===== src/rtl/onehot_decoder_fifo.sv =====
// Buffered 2-to-4 decoder: {v, code} entries go through a DEPTH-entry FIFO and are delivered one-hot.
// Optional per-line delivery counters are built when ONEHOT_DEC_HIT_CNT_EN is defined.
module onehot_decoder_fifo #(
    parameter int DEPTH = 4,
    parameter int CNT_W = 8
) (
    input  logic                     clk,
    input  logic                     rst_n,
    input  logic                     in_valid,
    output logic                     in_ready,
    input  logic [1:0]               in_code,
    input  logic                     in_v,
    output logic                     out_valid,
    input  logic                     out_ready,
    output logic [3:0]               out_d,
    output logic                     out_none,
    output logic [$clog2(DEPTH):0]   level,
    input  logic                     clr_cnt,
    output logic [4*CNT_W-1:0]       hit_cnt
);
    localparam int AW = $clog2(DEPTH);
    localparam logic [AW:0] FULL_LVL = (AW+1)'(DEPTH);

    logic [2:0]    mem_q [DEPTH];
    logic [AW-1:0] wr_ptr_q, wr_ptr_d;
    logic [AW-1:0] rd_ptr_q, rd_ptr_d;
    logic [AW:0]   level_q, level_d;
    logic          push, pop;
    logic [2:0]    head;

    // Handshakes depend only on registered occupancy, never on the peer's valid/ready.
    assign in_ready  = (level_q != FULL_LVL);
    assign out_valid = (level_q != '0);
    assign push      = in_valid && in_ready;
    assign pop       = out_valid && out_ready;
    assign head      = mem_q[rd_ptr_q];
    assign level     = level_q;

    always_comb begin
        out_d    = 4'b0000;
        out_none = 1'b0;
        if (out_valid) begin
            out_d    = head[2] ? (4'b0001 << head[1:0]) : 4'b0000;
            out_none = !head[2];
        end
    end

    always_comb begin
        wr_ptr_d = wr_ptr_q;
        rd_ptr_d = rd_ptr_q;
        level_d  = level_q;
        if (push) wr_ptr_d = wr_ptr_q + 1'b1;
        if (pop)  rd_ptr_d = rd_ptr_q + 1'b1;
        case ({push, pop})
            2'b10:   level_d = level_q + 1'b1;
            2'b01:   level_d = level_q - 1'b1;
            default: level_d = level_q;
        endcase
    end

    always_ff @(posedge clk) begin
        if (!rst_n) begin
            wr_ptr_q <= '0;
            rd_ptr_q <= '0;
            level_q  <= '0;
        end else begin
            wr_ptr_q <= wr_ptr_d;
            rd_ptr_q <= rd_ptr_d;
            level_q  <= level_d;
        end
    end

    // Storage has no reset; a write during reset lands in a slot that is then considered empty.
    always_ff @(posedge clk) begin
        if (push) mem_q[wr_ptr_q] <= {in_v, in_code};
    end

`ifdef ONEHOT_DEC_HIT_CNT_EN
    logic [CNT_W-1:0] cnt_q [4];

    for (genvar k = 0; k < 4; k++) begin : g_cnt
        always_ff @(posedge clk) begin
            if (!rst_n || clr_cnt) begin
                cnt_q[k] <= '0;
            end else if (pop && head[2] && (head[1:0] == 2'(k)) && (cnt_q[k] != '1)) begin
                cnt_q[k] <= cnt_q[k] + 1'b1;
            end
        end
        assign hit_cnt[k*CNT_W +: CNT_W] = cnt_q[k];
    end
`else
    logic unused_clr;
    assign unused_clr = clr_cnt;
    assign hit_cnt    = '0;
`endif

endmodule


===== config.mk =====
export PLATFORM = sky130hd
export DESIGN_NAME = onehot_decoder_fifo
export DESIGN_NICKNAME = d
export VERILOG_FILES = /design/src/rtl/onehot_decoder_fifo.sv
export SDC_FILE = /design/constraint.sdc
export NUM_CORES = 1
export LEC_CHECK = 0
export CORE_MARGIN = 4
export CORE_UTILIZATION = 42
export DETAILED_ROUTE_END_ITERATION = 7
export HOLD_SLACK_MARGIN = 0.1
export PLACE_DENSITY = 0.79
export SKIP_CTS_REPAIR_TIMING = 1
export SYNTH_ARGS = -nofsm -noshare
export SYNTH_HDL_FRONTEND = slang
export SYNTH_SLANG_ARGS = --single-unit

===== constraint.sdc =====
create_clock -name clk -period 2.9 [get_ports clk]
set_input_delay 0.58 -clock clk [delete_from_list [all_inputs] [get_ports clk]]
set_output_delay 0.58 -clock clk [all_outputs]
set_load 0.01 [all_outputs]

==> metrics.md, run 1 <==
| Metric | Value |
|---|---|
| Iter 0 DRT Violations | `18` |
| # nets final | `141` |
| Clock sink total | `21` |
| Total Routing Usage GR | `9.43%` |
| Clock Skew | `between 0.008 and 0.009 ns` |
| Length of the first detailed-routing pass in iterations | `2` |
| Warnings, synthesis | `0` |
| Share of the yosys chip area belonging to registers | `a little under half` |
| H-tree lvl count | `1` |
| Dominant register cell in the synthesized netlist | `edfxtp_1` |
| Area growth from synthesis to final layout | `7.21%` |
| Longest Clk Path Bufs | `2` |
| Die extent in x | `between 60 and 70 um` |
| Remaining global-route overflow | `0` |
| Top fanout value on the critical path | `4` |
| Async SR Flop Fraction | `0%` |
| Antenna diode count | `0` |
| Type of element capturing the critical path | `output port` |
| Count of standard-cell rows | `19` |
| Setup violations, final | `0` |
| Total power density per cell area | `roughly 750 nW/um2` |
| Highest routing layer actually used | `met3` |
| RSZ-0062 raised after global routing | `false` |
| Number of buffers inserted by port buffering | `16` |
| Sort of element at the start of the critical path | `flop` |
| Main area contributors after synthesis | `edfxtp_1 30%, buf_4 20%, dfxtp_1 15%` |
| Final setup TNS | `0 ns` |
| EDFF count, synth | `12` |
| Worst IR Drop VDD | `between 500 and 600 uV` |
| Required time worst endpoint | `2.32 ns` |
| Number of placed I/O pins | `50` |
| Routability-driven placement congestion ratio | `around 0.80` |
| Via count normalized by instance count | `~4.3` |
| Area used by multi-input combinational logic | `488 um2` |
| Clock transition at path regs | `approximately 0.11 ns` |
| Met3 WL post-DR | `between 150 and 200 um` |
| Number of standard cells in the layout, taps in and fillers out | `157` |
| Detailed-route via count | `roughly 680` |
| Maximum number of pins on one net before global-route repair | `12` |
| Fin crit share | `90.5%` |
| Fraction of final layout cells sized beyond drive strength 1 | `about a tenth` |
| Peak Freq | `between 0.3 and 0.4 GHz` |
| Worst Hold Slack | `approximately 0.55 ns` |
| WS Path Type | `reg2out` |
| Class of the most critical hold timing path | `reg2reg` |
| Clock latency of the later-clocked register in the worst-skew pair | `between 0.2 and 0.3 ns` |
| Cell area after synthesis | `between 1000 and 1500 um2` |
| Cells after DPL | `approximately 150` |
| Mean Syn Cell Area | `approximately 11 um2` |
| Share of the synthesized area in the top cell type | `a little under a third` |
| CTS tree | `yes` |
| Cell variety after synth | `25` |
| Dominant cell type by area after synthesis | `edfxtp_1` |
| Leakage power | `around 0.00054 uW` |
| Outcome | `completed` |
| Gate count after technology mapping | `roughly 110` |
| Filler instances | `~260` |
| Flip-flop and latch count after synthesis | `21` |
| Detailed-placement wirelength estimate | `1420 um` |
| Number of buffers created by CTS | `3` |
| Final Slew Violations | `0` |
| Height of the chip | `61.4 um` |
| Placed inst area | `between 1000 and 1500 um2` |
| Routed Antenna Nets | `0` |
| Detailed-route wire length | `1720 um` |
| Final number of hold-violating endpoints | `0` |
| Master cell of the clock root buffer | `clkbuf_4` |
| Initial antenna violation count | `0` |
| Area of all placed cells without fillers | `1280 um2` |
| Wire length per cell | `roughly 11 um` |
| Minimum period implied by the final worst setup slack | `around 2.6 ns` |
| Met2 Routed Length | `approximately 860 um` |
| Global-route wire length before repair | `2570 um` |
| Arrival time reported for the critical path endpoint | `between 2 and 2.5 ns` |
| Initial core utilization | `43.8%` |
| Reported max-cap violation count | `0` |
| Die footprint | `between 3000 and 4000 um2` |
| Wl on met1 | `roughly 670 um` |
| Number of design rule violations left after detail routing | `0` |
| Placeable core region | `2730 um2` |
| Via count of the first global-routing pass | `just over 600` |
| Total chip power | `between 900 and 1000 uW` |
| Sequential standard cell area | `around 540 um2` |
-- cell usage after synthesis (2+ instances only) --
cell type	count
a21o_1	2
a21oi_1	3
and3_2	4
buf_4	32
dfxtp_1	9
edfxtp_1	12
ha_1	5
inv_1	8
mux4_2	3
nand2_1	3
nand3_1	2
nor2_1	8
nor3_1	2
nor3b_1	2
xor2_1	4
-- report_power, final --
| group | switching, uW | internal [uW] | leakage, uW |
|---|---|---|---|
| clock | 80.8 | 53.5 | 0.0000150 |
| combinational | 204 | 208 | 0.000338 |
| sequential | 52.0 | 369 | 0.000184 |
-- final cells by class --
type	instances	share of cell area (%)
clock buffers	4	2.05
flip-flops and latches	21	42.1
repair buffers	16	12.5
well taps	31	3.02
multi-input cells	77	38.0
inverters	8	2.34
-- worst max-delay path, cell delays in order, from the launching register on --
cell,delay [ns]
dfxtp_1,0.43
mux4_2,0.56
nor3b_1,0.19
clkdlybuf4s50_1,0.56
-- registers in the layout, summed over array words and instances (netlist names), named ones only --
| register | flops |
|---|---|
| rd_ptr_q | 2 |
| mem_q | 12 |
| wr_ptr_q | 2 |
| level | 3 |
-- cell families after synthesis --
logic type      after synthesis  share of synthesized area (%)
buf+inv                      42                           23.8
simple gates                 23                           10.2
flops                        21                           45.1
compound gates                9                           5.02
fa+ha+maj                     6                           6.90
xor+xnor                      4                           2.93
mux                           3                           5.64
other cells                   1                          0.313
-- per-stage QoR --
| step | setup slack, ns | util [%] |
|---|---|---|
| global route | 0.120 | 47.0 |
| detailed placement | 0.213 | 46.0 |
| global placement | 0.317 | 46.0 |
| CTS | 0.252 | 47.0 |
| finish | 0.275 | 47.0 |
| floorplan | 0.581 | - |
-- worst paths after layout --
kind	startpoint	endpoint	slack, ns	depth (start not counted)
max	flop	out_d[2]	0.28	3
min	rd_ptr_q[0]	flop	0.55	2
max reg2reg	level[2]	level[2]	0.41	8
min reg2reg	rd_ptr_q[0]	flop	0.55	2
-- placed cells by master (no fill, tap or decap), types with 4 or more instances in the layout --
cell type | Yosys | final
xor2_1 | 4 | 4
clkdlybuf4s50_1 | 0 | 16
dfxtp_1 | 9 | 9
and3_2 | 4 | 4
conb_1 | 1 | 32
nor2_1 | 8 | 8
edfxtp_1 | 12 | 12
ha_1 | 5 | 5
inv_1 | 8 | 8
-- routing by layer --
metal | GRT usage, % | up-vias
met1 | 10.5 | 307
met4 | 2.73 | 0
met5 | 0 | -
li1 | - | 336
met3 | 2.31 | 0
met2 | 17.7 | 36
Power figures use the tool's default switching activity.
==> run 2: changes to the inputs <==
--- a/config.mk
+++ b/config.mk
@@ -5,6 +5,7 @@
 export SDC_FILE = /design/constraint.sdc
 export NUM_CORES = 1
 export LEC_CHECK = 0
+export ABC_CLOCK_PERIOD_IN_PS = 2900
 export CORE_MARGIN = 4
 export CORE_UTILIZATION = 42
 export DETAILED_ROUTE_END_ITERATION = 7
==> results of run 2 <==
Same layout as run 1: the final DEF is identical, and so are final timing and power.
==> run 3: changes to the inputs <==
--- a/config.mk
+++ b/config.mk
@@ -12,6 +12,7 @@
 export HOLD_SLACK_MARGIN = 0.1
 export PLACE_DENSITY = 0.79
 export SKIP_CTS_REPAIR_TIMING = 1
+export SLEW_MARGIN = 20
 export SYNTH_ARGS = -nofsm -noshare
 export SYNTH_HDL_FRONTEND = slang
 export SYNTH_SLANG_ARGS = --single-unit
==> results of run 3 <==
Same layout as run 1: the final DEF is identical, and so are final timing and power.
